==> src/rtl/alu_arb_pkg.sv <==
// Shared types and constants for the ALU round-robin arbiter.
package alu_arb_pkg;

    localparam int unsigned RES_W  = 16;
    localparam int unsigned OPND_W = 8;
    localparam int unsigned OP_W   = 4;

    localparam logic [3:0] OP_ADD = 4'd0;
    localparam logic [3:0] OP_SUB = 4'd1;
    localparam logic [3:0] OP_MUL = 4'd2;
    localparam logic [3:0] OP_DIV = 4'd3;
    localparam logic [3:0] OP_AND = 4'd4;
    localparam logic [3:0] OP_XOR = 4'd5;

    typedef enum logic [1:0] {
        IDLE,
        EXEC,
        CAPT,
        RESP
    } state_t;

    // (base + off) mod n, valid for base < n and off <= n.
    function automatic logic [31:0] wrap_add(logic [31:0] base, logic [31:0] off,
                                             logic [31:0] n);
        logic [31:0] s;
        s = base + off;
        return (s >= n) ? (s - n) : s;
    endfunction

endpackage

==> src/rtl/alu_rr_picker.sv <==
// Combinational round-robin picker: first valid index at or after ptr, wrapping.
module alu_rr_picker
    import alu_arb_pkg::*;
#(
    parameter int unsigned NUM_REQ = 4,
    parameter int unsigned ID_W    = $clog2(NUM_REQ)
) (
    input  logic [NUM_REQ-1:0] valid,
    input  logic [ID_W-1:0]    ptr,
    output logic [NUM_REQ-1:0] grant,
    output logic [ID_W-1:0]    idx,
    output logic               any
);

    logic [31:0]     cand;
    logic [ID_W-1:0] cand_idx;

    // Scan from the pointer upwards; the first hit wins and later hits are ignored.
    always_comb begin
        grant    = '0;
        idx      = '0;
        any      = 1'b0;
        cand     = '0;
        cand_idx = '0;
        for (int off = 0; off < int'(NUM_REQ); off++) begin
            cand     = wrap_add(32'(ptr), 32'(off), 32'(NUM_REQ));
            cand_idx = ID_W'(cand);
            if (!any && valid[cand_idx]) begin
                any             = 1'b1;
                grant[cand_idx] = 1'b1;
                idx             = cand_idx;
            end
        end
    end

endmodule

==> src/rtl/alu_rr_arbiter.sv <==
// Round-robin arbiter sharing one registered 8-bit ALU between NUM_REQ requesters.
// One op in flight at a time: IDLE (grant/accept) -> EXEC -> CAPT -> RESP.
// Optional build macro ALU_ARB_STATS_EN adds per-requester 16-bit grant counters
// on output stat_grant_cnt.
module alu_rr_arbiter
    import alu_arb_pkg::*;
#(
    parameter int unsigned NUM_REQ = 4,
    parameter int unsigned ID_W    = $clog2(NUM_REQ)
) (
    input  logic                      CLk,
    input  logic                      Reset,
    input  logic [NUM_REQ-1:0]        req_valid,
    output logic [NUM_REQ-1:0]        req_ready,
    input  logic [NUM_REQ*OPND_W-1:0] req_a,
    input  logic [NUM_REQ*OPND_W-1:0] req_b,
    input  logic [NUM_REQ*OP_W-1:0]   req_op,
    input  logic [NUM_REQ-1:0]        req_cin,
    output logic [OPND_W-1:0]         alu_a,
    output logic [OPND_W-1:0]         alu_b,
    output logic [OP_W-1:0]           alu_op,
    output logic                      alu_cin,
    input  logic [RES_W-1:0]          alu_result,
    input  logic                      alu_cout,
    input  logic                      alu_zflag,
    output logic                      rsp_valid,
    input  logic                      rsp_ready,
    output logic [ID_W-1:0]           rsp_id,
    output logic [RES_W-1:0]          rsp_result,
    output logic                      rsp_cout,
    output logic                      rsp_zflag
`ifdef ALU_ARB_STATS_EN
    ,
    output logic [NUM_REQ*16-1:0]     stat_grant_cnt
`endif
);

    state_t              state_q;
    logic [ID_W-1:0]     ptr_q;
    logic [ID_W-1:0]     id_q;
    logic [OPND_W-1:0]   a_q;
    logic [OPND_W-1:0]   b_q;
    logic [OP_W-1:0]     op_q;
    logic                cin_q;

    logic [NUM_REQ-1:0]  grant;
    logic [ID_W-1:0]     grant_idx;
    logic                grant_any;
    logic                accept;

    logic [OPND_W-1:0]   sel_a;
    logic [OPND_W-1:0]   sel_b;
    logic [OP_W-1:0]     sel_op;
    logic                sel_cin;

    alu_rr_picker #(
        .NUM_REQ (NUM_REQ),
        .ID_W    (ID_W)
    ) u_picker (
        .valid (req_valid),
        .ptr   (ptr_q),
        .grant (grant),
        .idx   (grant_idx),
        .any   (grant_any)
    );

    // Ready is offered only while idle; held low during reset so outputs read 0.
    always_comb begin
        req_ready = '0;
        if (state_q == IDLE && !Reset && grant_any) begin
            req_ready = grant;
        end
    end

    assign accept = |(req_valid & req_ready);

    // Operand mux for the granted requester.
    always_comb begin
        sel_a   = req_a[grant_idx*OPND_W +: OPND_W];
        sel_b   = req_b[grant_idx*OPND_W +: OPND_W];
        sel_op  = req_op[grant_idx*OP_W +: OP_W];
        sel_cin = req_cin[grant_idx];
    end

    // ALU inputs come straight from the latched op, so they hold between ops.
    assign alu_a   = a_q;
    assign alu_b   = b_q;
    assign alu_op  = op_q;
    assign alu_cin = cin_q;

    // Main FSM with registered response outputs.
    always_ff @(posedge CLk) begin
        if (Reset) begin
            state_q    <= IDLE;
            ptr_q      <= '0;
            id_q       <= '0;
            a_q        <= '0;
            b_q        <= '0;
            op_q       <= '0;
            cin_q      <= 1'b0;
            rsp_valid  <= 1'b0;
            rsp_id     <= '0;
            rsp_result <= '0;
            rsp_cout   <= 1'b0;
            rsp_zflag  <= 1'b0;
        end else begin
            unique case (state_q)
                IDLE: begin
                    if (accept) begin
                        a_q     <= sel_a;
                        b_q     <= sel_b;
                        op_q    <= sel_op;
                        cin_q   <= sel_cin;
                        id_q    <= grant_idx;
                        ptr_q   <= ID_W'(wrap_add(32'(grant_idx), 32'd1, 32'(NUM_REQ)));
                        state_q <= EXEC;
                    end
                end
                EXEC: begin
                    // ALU samples the held operands at the end of this cycle.
                    state_q <= CAPT;
                end
                CAPT: begin
                    rsp_result <= alu_result;
                    rsp_zflag  <= alu_zflag;
                    // Carry is only meaningful for addition.
                    rsp_cout   <= (op_q == OP_ADD) ? alu_cout : 1'b0;
                    rsp_id     <= id_q;
                    rsp_valid  <= 1'b1;
                    state_q    <= RESP;
                end
                RESP: begin
                    if (rsp_ready) begin
                        rsp_valid <= 1'b0;
                        state_q   <= IDLE;
                    end
                end
                default: begin
                    state_q <= IDLE;
                end
            endcase
        end
    end

`ifdef ALU_ARB_STATS_EN
    logic [NUM_REQ-1:0][15:0] grant_cnt_q;

    // Per-requester wrapping count of accepted ops.
    always_ff @(posedge CLk) begin
        if (Reset) begin
            grant_cnt_q <= '0;
        end else if (state_q == IDLE && accept) begin
            grant_cnt_q[grant_idx] <= grant_cnt_q[grant_idx] + 16'd1;
        end
    end

    assign stat_grant_cnt = grant_cnt_q;
`endif

endmodule
==> config.mk <==
export PLATFORM = sky130hd
export DESIGN_NAME = alu_rr_arbiter
export DESIGN_NICKNAME = d
export VERILOG_FILES = /design/src/rtl/alu_arb_pkg.sv /design/src/rtl/alu_rr_picker.sv /design/src/rtl/alu_rr_arbiter.sv
export SDC_FILE = /design/constraint.sdc
export NUM_CORES = 1
export LEC_CHECK = 0
export BUFFER_PORTS_ARGS = -buffer_cell sky130_fd_sc_hd__buf_4
export CAP_MARGIN = 20
export CORE_MARGIN = 2
export CORE_UTILIZATION = 43
export DETAILED_ROUTE_END_ITERATION = 8
export PLACE_DENSITY = 0.82
export SLEW_MARGIN = 10
export SYNTH_ARGS = -nofsm -noshare
export SYNTH_HDL_FRONTEND = slang
export SYNTH_SLANG_ARGS = --single-unit
==> constraint.sdc <==
create_clock -name CLk -period 3.2 [get_ports CLk]
set_input_delay 0.8 -clock CLk [delete_from_list [all_inputs] [get_ports CLk]]
set_output_delay 0.8 -clock CLk [all_outputs]
set_load 0.03 [all_outputs]
Yosys cells after proc, flatten, opt, wreduce, memory -nomap -nowiden --
Cells that the tools add are included.
Word-level totals: register bits after elaboration 48, bits of input ports 109
Operators by class: add/sub/neg operators 9, order comparisons 14, eq/ne operators 5, shift-type cells 3, mux-type cells 42, bitwise operators 4, reduce and logical (&&, ||, !) cells 20
Operators with widths (count):
- $shiftx A32 B6 Y8 | 2
- $mux W2 | 11
- $mux W4 | 5
- $shiftx A16 B5 Y4 | 1
- $lt A2 B3 Y1 const B | 5
- $mux W1 | 15
- $ge A3 B3 Y1 const B | 4
- $or A4 B4 Y4 | 3
- $bmux W1 S2 | 5
- $sub A2 B1 Y2 const B | 5
- $logic_and A1 B1 Y1 | 9
- $demux W1 S2 | 4
- $ge A2 B1 Y1 const B | 4
- $pmux W2 S4 | 1
- $add A2 B1 Y3 const B | 2
- $add A2 B2 Y3 const B | 2
- $reduce_and A2 Y1 | 3
- $and A4 B4 Y4 | 1
- $eq A2 B2 Y1 const B | 2
- $logic_not A1 Y1 | 4
- $logic_not A4 Y1 | 1
- $ne A2 B2 Y1 const B | 2
- $reduce_or A4 Y1 | 1
- $ge A2 B3 Y1 const B | 1
- 4 further kinds | 4

Depth between registers and ports, before layout --
Gate-level depths: netlist of the first run.
depth after elaboration 20, gate-level depth with buffers 13, depth with buffers taken out 9

Modules after synthesis --
From an unflattened synthesis of the first run, not the netlist that was laid out.
Unflattened totals: cells, all modules 278, area, all modules 2788.9 um^2
Modules (own cells, without submodules):
- alu_rr_arbiter | instances 1, cells an instance 233, area an instance 2367.3 um^2, sequential area each 960.9 um^2
- alu_rr_picker | instances 1, cells an instance 45, area an instance 421.7 um^2, sequential area each 0.0 um^2

Worst setup path before layout of the first run --
Ideal clock, no wire load.
kind flip-flop to output port, start point register ptr_q[0], end point output port req_ready[3], arrival 2.728 ns, data required time 2.400 ns, setup slack -0.328 ns, cell stages (with the launch flop) 8, cell sequence dfxtp_1 -> buf_4 -> inv_1 -> ha_1 -> or3b_1 -> a2111oi_2 -> o21ai_0 -> a31oi_1
Between the ends: longest elaborated chain between the ends 16
RTL lines:
- start, declared | RTL line alu_rr_arbiter.sv:39 | logic [ID_W-1:0] ptr_q;
- start signal, assigned | RTL line alu_rr_arbiter.sv:115 | ptr_q <= ID_W'(wrap_add(32'(grant_idx), 32'd1, 32'(NUM_REQ)));
- parallel branches: the longest is 15 deep, another holds $add A2 B1 Y3
- $mux W4 (*) | RTL line alu_rr_arbiter.sv:70 | if (state_q == IDLE && !Reset && grant_any) begin
- end, declared | RTL line alu_rr_arbiter.sv:14 | output logic [NUM_REQ-1:0] req_ready,
Mark *: on every way between the ends. The select of a mux whose other input is x is not followed.

Worst setup path after layout of the first run --
start point input port req_valid[2], end point output port req_ready[3]
Between the ends: longest elaborated chain between the ends 14
RTL lines:
- start, declared | RTL line alu_rr_arbiter.sv:13 | input logic [NUM_REQ-1:0] req_valid,
- $bmux W1 S2 | RTL line alu_rr_picker.sv:28 | if (!any && valid[cand_idx]) begin
- $mux W1 (not written as such) | RTL line alu_rr_picker.sv:28
- $mux W1 | RTL line alu_rr_picker.sv:28
- $logic_not A1 Y1 | RTL line alu_rr_picker.sv:28
- $logic_and A1 B1 Y1 | RTL line alu_rr_picker.sv:28
- $mux W1 | RTL line alu_rr_picker.sv:28
- $logic_not A1 Y1 | RTL line alu_rr_picker.sv:28
- $logic_and A1 B1 Y1 | RTL line alu_rr_picker.sv:28
- $mux W1 | RTL line alu_rr_picker.sv:28
- $logic_not A1 Y1 | RTL line alu_rr_picker.sv:28
- $logic_and A1 B1 Y1 | RTL line alu_rr_picker.sv:28
- $mux W1 | RTL line alu_rr_picker.sv:28
- $logic_and A1 B1 Y1 | RTL line alu_rr_arbiter.sv:70
- $mux W4 (*) | RTL line alu_rr_arbiter.sv:70
Mark *: on every way between the ends. The rest lies on a longest branch, timed or not. The select of a mux whose other input is x is not followed.

==> run_summary.xml, run 1 <==
<?xml version="1.0" encoding="UTF-8"?>
<metrics>
  <group name="cells_and_area">
    <metric name="final_cell_count_no_fill" unit="">614</metric>
    <metric name="multi_input_logic_area" unit="um2">2330</metric>
    <metric name="seq_area" unit="um2">963</metric>
    <metric name="area_delta_synth_final" unit="%">50.4</metric>
    <metric name="finalCoreUtilization" unit="%">66.1</metric>
    <metric name="nets" unit="">630</metric>
    <metric name="post_route_cells_drive_above_1_share" unit="%">52.5</metric>
    <metric name="n_diodes" unit="">0</metric>
    <metric name="n_fill_cell" unit="">651</metric>
  </group>
  <group name="clocking">
    <metric name="clock_insertion_delay_worst_skew" unit="ns">0.29</metric>
    <metric name="tritoncts_num_sinks" unit="">48</metric>
    <metric name="htreeDepth" unit="">2</metric>
    <metric name="hold_buffers" unit="">0</metric>
    <metric name="tritoncts_clock_tree" unit="">done</metric>
    <metric name="cts_buffers" unit="">5</metric>
    <metric name="ctsRootBufferMaster" unit="">clkbuf_8</metric>
    <metric name="cts_max_path_buffers" unit="">2</metric>
    <metric name="clk_transition_reported_paths" unit="ns">0.09</metric>
  </group>
  <group name="setup_path">
    <metric name="worst-path-buf-inv" unit="">3</metric>
    <metric name="path_cells" unit="">buf_8, mux4_2, and3_4, a222oi_1, buf_4, a31oi_4, buf_6</metric>
    <metric name="type_of_element_launching_the_critical_path" unit="">input pin</metric>
    <metric name="timing.critical_path.slowest_stage_cell" unit="">mux4_2</metric>
    <metric name="regToRegSetupSlack" unit="ns">0.31</metric>
    <metric name="worst_path_largest_cell_delay" unit="ns">0.49</metric>
    <metric name="worstPathArrival" unit="ns">2.33</metric>
    <metric name="timing_worst_setup_path_type" unit="">input pin to output pin</metric>
    <metric name="ff_to_ff_path_depth" unit="">12</metric>
    <metric name="required_time_of_the_worst_setup_path" unit="ns">2.40</metric>
    <metric name="timing.critical_path.max_delay_family" unit="">multiplexers</metric>
    <metric name="worstPathMaxFanout" unit="">6</metric>
    <metric name="timing.rr.end" unit="">alu_b[7]</metric>
    <metric name="cp_endpoint_kind" unit="">output pin</metric>
    <metric name="r2r-start" unit="">ptr_q[0]</metric>
  </group>
  <group name="global_route">
    <metric name="first_global_vias" unit="">3317</metric>
    <metric name="pin_count_of_the_biggest_net_entering_global_routing" unit="">51</metric>
    <metric name="gr-total-overflow" unit="">0</metric>
    <metric name="grt_first_pass_wirelength" unit="mm">15.7</metric>
    <metric name="antenna_violations_before_repair" unit="">0</metric>
    <metric name="track_usage" unit="%">22.2</metric>
  </group>
  <group name="power_and_ir_drop">
    <metric name="combPwrFrac" unit="%">58.2</metric>
    <metric name="p_per_area" unit="nW/um2">603</metric>
    <metric name="power" unit="W">0.00307</metric>
    <metric name="power_frac_clock" unit="%">14.9</metric>
    <metric name="total_leakage_power" unit="nW">2.36</metric>
    <metric name="ir_drop" unit="mV">0.298</metric>
    <metric name="pint" unit="W">0.00184</metric>
    <metric name="power_switching_share" unit="%">39.9</metric>
    <metric name="switching_power" unit="W">0.00122</metric>
    <metric name="part_of_the_power_in_registers" unit="%">27.0</metric>
  </group>
  <group name="floorplanning">
    <metric name="boundaryPins" unit="">155</metric>
    <metric name="die_area" unit="um2">8580</metric>
    <metric name="die_y" unit="um">92.6</metric>
    <metric name="row_count" unit="">32</metric>
    <metric name="die_width" unit="um">92.6</metric>
    <metric name="floorplan.initialDensity" unit="%">43.9</metric>
    <metric name="core_area" unit="um2">7690</metric>
  </group>
  <group name="synthesis">
    <metric name="syn-cell-area" unit="um2">3380</metric>
    <metric name="post_synth_xor_area_fraction" unit="%">0.259</metric>
    <metric name="netlist-cell-type-count" unit="">53</metric>
    <metric name="synth_area_in_compound_gates" unit="%">15.6</metric>
    <metric name="netlist.area_leader.share" unit="%">28.4</metric>
    <metric name="ys_async_sr_fraction" unit="%">0</metric>
    <metric name="main_combinational_cell_family_by_area_after_synthesis" unit="">multiplexers</metric>
    <metric name="synth_fp_nets" unit="">461</metric>
    <metric name="synthesis.yosys.warnings" unit="">0</metric>
    <metric name="adder_cell_area_share_of_the_yosys_netlist" unit="%">3.70</metric>
    <metric name="syn_avg_cell_area" unit="um2">9.88</metric>
    <metric name="synth_edf_count" unit="">0</metric>
    <metric name="yosys-mux-area-fraction" unit="%">29.0</metric>
    <metric name="synthFlopType" unit="">dfxtp_1</metric>
    <metric name="yosys-top-cells-area" unit="">dfxtp_1 (28%), mux2i_1 (18%), mux2_2 (9.3%), nand4b_1 (5.7%), o21ai_2 (5.2%)</metric>
    <metric name="post_synth_and_or_nand_nor_area_fraction" unit="%">16.9</metric>
    <metric name="syn-instance-count" unit="">342</metric>
    <metric name="yosysSeqAreaShare" unit="%">28.4</metric>
    <metric name="synth_area_leader_cell" unit="">dfxtp_1</metric>
    <metric name="number_of_flip_flops_and_latches_in_the_synthesized_netlist" unit="">48</metric>
  </group>
  <group name="route">
    <metric name="via_per_inst" unit="">5.41</metric>
    <metric name="via_count" unit="">3322</metric>
    <metric name="wl_per_cell" unit="um">15.6</metric>
    <metric name="dr.pass1.iters" unit="">4</metric>
    <metric name="initialDrtViolationCount" unit="">110</metric>
    <metric name="route.detailed.drc" unit="">0</metric>
    <metric name="wl" unit="mm">9.58</metric>
    <metric name="number_of_routed_nets_with_antenna_violations" unit="">0</metric>
  </group>
  <group name="sta">
    <metric name="slew-limit-headroom" unit="%">68.4</metric>
    <metric name="finalWorstPathRequiredPeriod" unit="ns">3.13</metric>
    <metric name="final_max_slew_viol_count" unit="">0</metric>
    <metric name="setup_repair_after_global_routing_missed_its_margin" unit="">true</metric>
    <metric name="final.setup_skew" unit="ns">0.0102</metric>
    <metric name="max_slew.worst_pin.slew" unit="ns">0.473</metric>
    <metric name="min_period_over_period" unit="%">98.0</metric>
    <metric name="fmax" unit="GHz">0.319</metric>
    <metric name="worst_slack" unit="ns">0.0655</metric>
    <metric name="setup_viol" unit="">0</metric>
    <metric name="total_count_of_hold_check_failures_in_the_final_report" unit="">0</metric>
  </group>
  <group name="hold_path">
    <metric name="min-delay-start" unit="">id_q[1]</metric>
    <metric name="hold_class" unit="">flop to flop</metric>
    <metric name="hold-path-cell-count" unit="">2</metric>
    <metric name="hold-path-endpoint" unit="">id_q[1]</metric>
  </group>
  <group name="outcome">
    <metric name="outcome" unit="">finished, final reports clean</metric>
  </group>
  <group name="placed_design">
    <metric name="gp_routability_congestion" unit="">0.862</metric>
    <metric name="detailedPlace.worstSlack" unit="ns">-0.0820</metric>
    <metric name="dp_cells" unit="">603</metric>
    <metric name="io_buffers" unit="">154</metric>
    <metric name="place_hpwl" unit="mm">7.53</metric>
  </group>
  <group name="run">
    <metric name="cap_violations" unit="">0</metric>
  </group>
</metrics>
## cells in the mapped netlist (4+ instances only)
cell / count
nand3_1: 6
mux2i_1: 62
inv_1: 5
nor2b_1: 4
o21ai_2: 20
dfxtp_1: 48
ha_1: 10
o21ai_0: 13
buf_2: 5
nand2_1: 9
clkbuf_1: 8
nor2_1: 26
a21oi_1: 8
nor3_1: 4
nor3b_1: 7
buf_4: 7
nand4b_1: 22
mux2_2: 28
## power by group through the flow
| stage | combinational, W | sequential [W] | clock, W |
|---|---|---|---|
| after floorplan | 0.000934 | 0.00107 | 0 |
| after global placement | 0.00172 | 0.000830 | 0 |
| after detailed placement | 0.00175 | 0.000837 | 0 |
| after CTS | 0.00177 | 0.000825 | 0.000471 |
| after global routing | 0.00191 | 0.000842 | 0.000489 |
| final | 0.00178 | 0.000827 | 0.000455 |
## routing by layer
| layer | track usage, % | up-vias | wire [um] | share of wire (%) |
|---|---|---|---|---|
| met2 | 41.7 | 123 | 5200 | 54 |
| met3 | 5.04 | 10 | 628 | 6.6 |
| met5 | 0 | - | 0 | 0 |
| met1 | 25.4 | 1571 | 3610 | 38 |
| li1 | - | 1618 | - | - |
| met4 | 5.02 | 0 | 142 | 1.5 |
## flip-flops by register name (all words and copies together), names as in the netlist
name / count
alu_cin: 1
rsp_result: 16
ptr_q: 2
id_q: 2
rsp_cout: 1
rsp_id: 2
alu_a: 8
rsp_valid: 1
alu_op: 4
rsp_zflag: 1
alu_b: 8
state_q: 2
## worst min-delay path, cell delays in order, from the launching register on
cell     delay, ns
dfxtp_1       0.32
nand3_1       0.06
a21oi_1       0.05
## kinds of logic after synthesis
logic type	after synthesis
AOI/OAI and AO/OA	67
xor gates and xnor gates	1
adders and majority gates	10
buffers and inverters	32
DFF	48
muxes	92
and+or+nand+nor	92
## per-stage QoR
stage          hold WS [ns]  area [um2]  setup TNS (ns)
6_report              0.477        5080               0
5_1_grt               0.510        5080         -0.0448
4_1_cts               0.482        5020               0
3_5_place_dp          0.459        4850          -0.236
3_3_place_gp          0.451        4850        -0.00651
2_1_floorplan         0.443        3430               0
## cell type report
class	instances	share of cell area, %
multi-input combinational	262	45.8
timing repair buffer	189	30.0
sequential	48	19.0
tap	102	2.51
clock buffer	6	1.62
clock inverter	2	0.763
inverter	5	0.369
## placed cells by master, fill, tap and decap left out, types with 3 or more instances in the layout
master / n
clkbuf_8: 6
and2_1: 3
nor3b_1: 7
a21oi_1: 6
buf_4: 175
ha_1: 9
nor2_1: 26
inv_1: 3
nand2_1: 7
buf_6: 7
mux2_2: 28
o21ai_0: 11
nand3b_1: 3
o21ai_2: 20
nand3_1: 6
buf_12: 5
dfxtp_1: 46
mux2i_1: 62
nor2b_1: 4
nor3_1: 4
nand4b_1: 22
o21ai_1: 3
## how the worst max path moves through the flow
stage,cells past startpoint,to,start
detailed placement,7,req_ready[2],req_valid[0]
CTS,7,req_ready[0],req_valid[2]
global route,7,req_ready[3],req_valid[2]
floorplan,7,req_ready[0],ptr_q[0]
global placement,7,req_ready[2],req_valid[0]
finish,7,req_ready[3],req_valid[2]
## repair_timing
item                       in CTS  in global routing
pin swaps                       2                  8
gates resized for setup         8                 16
buffers inserted                0                  3
setup endpoints to repair       4                  4
cloned                          0                  0
Note: power is estimated with default switching activity, not from simulation.
==> inputs of run 2 (changes only) <==
- MAX_ROUTING_LAYER: unset -> met4
==> run_summary.xml, run 2 (synthesized netlist as in run 1, its figures left out) <==
<?xml version="1.0" encoding="UTF-8"?>
<metrics>
  <group name="route">
    <metric name="highest-signal-layer" unit="">met4</metric>
    <metric name="dr.pass1.iters" unit="">5</metric>
    <metric name="met3RoutedLength" unit="um">461</metric>
    <metric name="initialDrtViolationCount" unit="">92</metric>
    <metric name="detailroute.wirelength.met2" unit="mm">5.22</metric>
    <metric name="post_route_met1_wirelength" unit="mm">3.89</metric>
    <metric name="number_of_routed_nets_with_antenna_violations" unit="">0</metric>
    <metric name="via_per_inst" unit="">5.36</metric>
    <metric name="wl" unit="mm">9.64</metric>
    <metric name="route.detailed.drc" unit="">0</metric>
    <metric name="wl_per_cell" unit="um">15.7</metric>
    <metric name="via_count" unit="">3289</metric>
  </group>
  <group name="floorplanning">
    <metric name="row_count" unit="">32</metric>
    <metric name="die_width" unit="um">92.6</metric>
    <metric name="die_y" unit="um">92.6</metric>
    <metric name="core_area" unit="um2">7690</metric>
    <metric name="floorplan.initialDensity" unit="%">43.9</metric>
    <metric name="die_area" unit="um2">8580</metric>
    <metric name="boundaryPins" unit="">155</metric>
  </group>
  <group name="clocking">
    <metric name="ctsRootBufferMaster" unit="">clkbuf_8</metric>
    <metric name="tritoncts_num_sinks" unit="">48</metric>
    <metric name="cts_max_path_buffers" unit="">2</metric>
    <metric name="clk_transition_reported_paths" unit="ns">0.08</metric>
    <metric name="htreeDepth" unit="">2</metric>
    <metric name="tritoncts_clock_tree" unit="">done</metric>
    <metric name="hold_buffers" unit="">0</metric>
    <metric name="clock_insertion_delay_worst_skew" unit="ns">0.29</metric>
    <metric name="cts_buffers" unit="">5</metric>
  </group>
  <group name="cells_and_area">
    <metric name="largest_reg_flops" unit="">16</metric>
    <metric name="postLayoutCellArea" unit="um2">5060</metric>
    <metric name="layout_common_cells" unit="">buf_4 (179), mux2i_1 (62), dfxtp_1 (46)</metric>
    <metric name="layout.cells.most_common" unit="">buf_4</metric>
    <metric name="n_diodes" unit="">0</metric>
    <metric name="largest_register" unit="">rsp_result</metric>
    <metric name="post_route_cells_drive_above_1_share" unit="%">52.0</metric>
    <metric name="nets" unit="">632</metric>
    <metric name="area_delta_synth_final" unit="%">49.9</metric>
  </group>
  <group name="run">
    <metric name="cap_violations" unit="">0</metric>
  </group>
  <group name="setup_path">
    <metric name="type_of_element_launching_the_critical_path" unit="">input pin</metric>
    <metric name="timing_worst_setup_path_type" unit="">input pin to output pin</metric>
    <metric name="required_time_of_the_worst_setup_path" unit="ns">2.40</metric>
    <metric name="worstPathMaxFanout" unit="">3</metric>
    <metric name="worstPathArrival" unit="ns">2.33</metric>
    <metric name="r2r-start" unit="">ptr_q[0]</metric>
    <metric name="cp_endpoint_kind" unit="">output pin</metric>
    <metric name="crit_start" unit="">req_valid[3]</metric>
  </group>
  <group name="sta">
    <metric name="min_period_over_period" unit="%">97.9</metric>
    <metric name="finalHoldWorstSlack" unit="ns">0.480</metric>
    <metric name="setup_viol" unit="">0</metric>
    <metric name="setup_repair_after_global_routing_missed_its_margin" unit="">true</metric>
    <metric name="final.setup_skew" unit="ns">0.00678</metric>
    <metric name="fmax" unit="GHz">0.319</metric>
    <metric name="finalWorstPathRequiredPeriod" unit="ns">3.13</metric>
    <metric name="slew-limit-headroom" unit="%">67.9</metric>
    <metric name="total_count_of_hold_check_failures_in_the_final_report" unit="">0</metric>
    <metric name="max_slew.worst_pin.slew" unit="ns">0.480</metric>
    <metric name="final_max_slew_viol_count" unit="">0</metric>
  </group>
  <group name="hold_path">
    <metric name="hold_class" unit="">flop to flop</metric>
    <metric name="min-delay-start" unit="">id_q[1]</metric>
  </group>
  <group name="global_route">
    <metric name="track_usage" unit="%">22.9</metric>
    <metric name="pin_count_of_the_biggest_net_entering_global_routing" unit="">51</metric>
    <metric name="first_global_vias" unit="">3393</metric>
    <metric name="antenna_violations_before_repair" unit="">0</metric>
    <metric name="grt_first_pass_wirelength" unit="mm">15.7</metric>
    <metric name="gr-total-overflow" unit="">0</metric>
  </group>
  <group name="placed_design">
    <metric name="post_dp_cell_area" unit="um2">4870</metric>
    <metric name="place_hpwl" unit="mm">7.62</metric>
    <metric name="io_buffers" unit="">154</metric>
    <metric name="gp_routability_congestion" unit="">0.874</metric>
  </group>
  <group name="outcome">
    <metric name="outcome" unit="">finished, final reports clean</metric>
  </group>
  <group name="power_and_ir_drop">
    <metric name="power" unit="W">0.00303</metric>
    <metric name="total_leakage_power" unit="nW">2.36</metric>
    <metric name="p_per_area" unit="nW/um2">598</metric>
    <metric name="ir_drop" unit="mV">0.282</metric>
  </group>
</metrics>
## run 2: cell types whose count changed in the layout (fill, tap and decap cells not counted), sizes merged
cell | before | now
clkinv | 1 | 0
clkbuf | 6 | 5
buf | 189 | 191
## run 2: cell type report
class                           count  area (um2)
Clock buffer                        5        68.8
Clock inverter                      1        30.0
Fill cell                         669        2620
Inverter                            5        18.8
Multi-Input combinational cell    262        2330
Sequential cell                    48         963
Tap cell                          102         128
Timing Repair Buffer              191        1520
## run 2: per-stage QoR
stage	setup WS [ns]	cells	TNS (ns)	util (%)
floorplan	0.0356	342	0	-
global placement	-0.00859	605	-0.00859	63.3
detailed placement	-0.0574	605	-0.363	63.3
CTS	0.000974	612	0	65.2
global route	-0.0154	614	-0.0213	65.9
finish	0.0684	614	0	65.9
## run 2: repair_timing
item | CTS | global route
setup endpoints to repair | 4 | 3
setup buffers | 1 | 2
gates resized for setup | 5 | 12
pin swaps | 3 | 6
## run 2: path summary, 6_finish.rpt
check                               endpoint  slack, ns  cells after the start
worst max register to register      alu_b[4]       0.28                     12
worst min-delay path                 id_q[1]       0.48                      2
worst min register to register       id_q[1]       0.48                      2
worst max-delay path            req_ready[3]       0.07                      7
## run 2: worst max-delay path, stage by stage
cell,delay (ns)
buf_4,0.12
mux4_2,0.51
and3_4,0.18
a222oi_1,0.29
buf_4,0.18
a31oi_4,0.09
buf_6,0.16
## run 2: where the power goes
part	switching, W	leakage (nW)	internal, W	total [W]
sequential	0.0000852	0.393	0.000740	0.000825
clock	0.000183	0.0501	0.000224	0.000408
combinational	0.000947	1.91	0.000849	0.00180
## run 2: layer usage
layer	up-vias	global-route usage [%]
li1	1617	-
met1	1556	25.4
met2	110	43.2
met3	6	3.74
met4	0	4.41
met5	-	-
==> inputs of run 3 (changes only) <==
- CORE_UTILIZATION: 43 -> 51
- PLACE_DENSITY: 0.82 -> 0.91
- clock period: 3.2 -> 3.8 ns (I/O delays scaled with it)
==> run_summary.xml, run 3 (synthesized netlist as in run 1, its figures left out) <==
<?xml version="1.0" encoding="UTF-8"?>
<metrics>
  <group name="clocking">
    <metric name="cts_resized" unit="">0</metric>
    <metric name="htreeDepth" unit="">2</metric>
    <metric name="hold_buffers" unit="">0</metric>
    <metric name="cts_buffers" unit="">5</metric>
    <metric name="post_cts_buffers" unit="">0</metric>
    <metric name="tritoncts_num_sinks" unit="">48</metric>
    <metric name="clk_transition_reported_paths" unit="ns">0.08</metric>
    <metric name="cts_max_path_buffers" unit="">2</metric>
    <metric name="ctsRootBufferMaster" unit="">clkbuf_8</metric>
    <metric name="tritoncts_clock_tree" unit="">done</metric>
    <metric name="clock_insertion_delay_worst_skew" unit="ns">0.30</metric>
  </group>
  <group name="cells_and_area">
    <metric name="largest_register" unit="">rsp_result</metric>
    <metric name="n_diodes" unit="">0</metric>
    <metric name="layout_common_cells" unit="">buf_4 (161), mux2i_1 (62), dfxtp_1 (48)</metric>
    <metric name="nets" unit="">606</metric>
    <metric name="layout.cells.most_common" unit="">buf_4</metric>
    <metric name="area_delta_synth_final" unit="%">39.0</metric>
    <metric name="post_route_cells_drive_above_1_share" unit="%">47.5</metric>
    <metric name="n_fill_cell" unit="">471</metric>
    <metric name="largest_reg_flops" unit="">16</metric>
    <metric name="final_cell_count_no_fill" unit="">565</metric>
  </group>
  <group name="setup_path">
    <metric name="type_of_element_launching_the_critical_path" unit="">input pin</metric>
    <metric name="timing.critical_path.max_delay_family" unit="">compound AO/OA/AOI/OAI gates</metric>
    <metric name="worstPathArrival" unit="ns">2.71</metric>
    <metric name="path_cells" unit="">buf_4, or3b_1, a2111oi_2, o21ai_0, a31oi_2, buf_4</metric>
    <metric name="worst-path-buf-inv" unit="">2</metric>
    <metric name="required_time_of_the_worst_setup_path" unit="ns">2.85</metric>
    <metric name="worstPathMaxFanout" unit="">13</metric>
    <metric name="cp_endpoint_kind" unit="">output pin</metric>
    <metric name="timing.critical_path.slowest_stage_cell" unit="">a2111oi_2</metric>
    <metric name="timing_worst_setup_path_type" unit="">input pin to output pin</metric>
    <metric name="critical_path.most_common_cell" unit="">buf_4</metric>
    <metric name="worst_path_largest_cell_delay" unit="ns">0.51</metric>
  </group>
  <group name="floorplanning">
    <metric name="core_area" unit="um2">6390</metric>
    <metric name="floorplan.initialDensity" unit="%">52.9</metric>
    <metric name="boundaryPins" unit="">155</metric>
    <metric name="row_count" unit="">29</metric>
    <metric name="die_area" unit="um2">7290</metric>
    <metric name="die_y" unit="um">85.4</metric>
    <metric name="die_width" unit="um">85.4</metric>
  </group>
  <group name="sta">
    <metric name="min_period_over_period" unit="%">96.2</metric>
    <metric name="finalWorstPathRequiredPeriod" unit="ns">3.66</metric>
    <metric name="final.setup_skew" unit="ns">0.00857</metric>
    <metric name="setup_viol" unit="">0</metric>
    <metric name="slew-limit-headroom" unit="%">31.9</metric>
    <metric name="max_slew.worst_pin.slew" unit="ns">1.02</metric>
    <metric name="final.setup.tns" unit="ns">0</metric>
    <metric name="fmax" unit="GHz">0.273</metric>
    <metric name="final_max_slew_viol_count" unit="">0</metric>
    <metric name="setup_repair_after_global_routing_missed_its_margin" unit="">false</metric>
    <metric name="total_count_of_hold_check_failures_in_the_final_report" unit="">0</metric>
  </group>
  <group name="route">
    <metric name="via_count" unit="">3251</metric>
    <metric name="wl_per_cell" unit="um">17.2</metric>
    <metric name="number_of_routed_nets_with_antenna_violations" unit="">0</metric>
    <metric name="initialDrtViolationCount" unit="">111</metric>
    <metric name="route.detailed.drc" unit="">0</metric>
    <metric name="via_per_inst" unit="">5.75</metric>
    <metric name="wl" unit="mm">9.70</metric>
    <metric name="dr.pass1.iters" unit="">4</metric>
  </group>
  <group name="placed_design">
    <metric name="io_buffers" unit="">154</metric>
    <metric name="dp_cells" unit="">556</metric>
    <metric name="gp_routability_congestion" unit="">0.909</metric>
    <metric name="place_hpwl" unit="mm">7.42</metric>
  </group>
  <group name="power_and_ir_drop">
    <metric name="p_per_area" unit="nW/um2">511</metric>
    <metric name="total_leakage_power" unit="nW">2.20</metric>
    <metric name="power" unit="W">0.00240</metric>
    <metric name="ir_drop" unit="mV">0.310</metric>
  </group>
  <group name="hold_path">
    <metric name="hold_class" unit="">flop to flop</metric>
  </group>
  <group name="global_route">
    <metric name="gr-total-overflow" unit="">0</metric>
    <metric name="track_usage" unit="%">26.8</metric>
    <metric name="grt_first_pass_wirelength" unit="mm">15.4</metric>
    <metric name="pin_count_of_the_biggest_net_entering_global_routing" unit="">52</metric>
    <metric name="first_global_vias" unit="">3293</metric>
    <metric name="antenna_violations_before_repair" unit="">0</metric>
  </group>
  <group name="outcome">
    <metric name="outcome" unit="">finished, final reports clean</metric>
  </group>
  <group name="run">
    <metric name="cap_violations" unit="">0</metric>
  </group>
</metrics>
==> run 3: cell types whose count changed in the layout (fill, tap and decap cells not counted), sizes merged <==
cell      before  now
clkinvlp       0    1
clkbuf         5    7
bufinv         1    0
buf          191  165
==> run 3: worst paths after layout <==
path | start | endpoint | slack, ns | cells past startpoint
setup / recovery | req_valid[0] | req_ready[0] | 0.14 | 6
hold / removal | id_q[1] | id_q[1] | 0.48 | 2
setup reg to reg | ptr_q[0] | ptr_q[1] | 0.83 | 10
hold reg to reg | id_q[1] | id_q[1] | 0.48 | 2
==> run 3: power breakdown <==
part | switching [W] | internal, W | total [W]
sequential | 0.0000703 | 0.000623 | 0.000693
combinational | 0.000766 | 0.000626 | 0.00139
clock | 0.000166 | 0.000148 | 0.000314
total | 0.00100 | 0.00140 | 0.00240
==> run 3: per-stage QoR <==
step                instance area (um2)  hold WS, ns  worst slack [ns]  util (%)
floorplan                          3380        0.443             0.122         -
CTS                                4680        0.488             0.159      73.3
global placement                   4590        0.457             0.224      71.8
detailed placement                 4590        0.474             0.159      71.8
finish                             4690        0.484             0.143      73.5
global route                       4690        0.502            0.0675      73.5
==> run 3: cell type report <==
class                           count  area (um2)  share of cell area (%)
Tap cell                           77        96.3                    2.05
Timing Repair Buffer              165        1280                    27.3
Inverter                            5        18.8                   0.400
Clock inverter                      1        7.51                   0.160
Sequential cell                    48         961                    20.5
Multi-Input combinational cell    262        2240                    47.7
Clock buffer                        7        86.3                    1.84
==> run 3: worst register-to-register path, cell delays in order (launching register included) <==
cell and delay [ns]:
dfxtp_1 0.33, buf_4 0.24, mux4_2 0.64, and3_4 0.23, a222oi_1 0.32, a31oi_1 0.15, buf_4 0.17, a22oi_4 0.37
buf_12 0.21, nand3_1 0.08, a21oi_1 0.17
==> run 3: layer usage <==
| layer | GRT usage, % | routed length, um | part of all wire [%] | vias to the layer above |
|---|---|---|---|---|
| met3 | 4.96 | 587 | 6.1 | 20 |
| met1 | 29.2 | 3620 | 37 | 1529 |
| met4 | 7.65 | 200 | 2.1 | 0 |
| met2 | 49.1 | 5290 | 55 | 130 |
| met5 | - | 0 | 0 | - |
| li1 | - | - | - | 1572 |
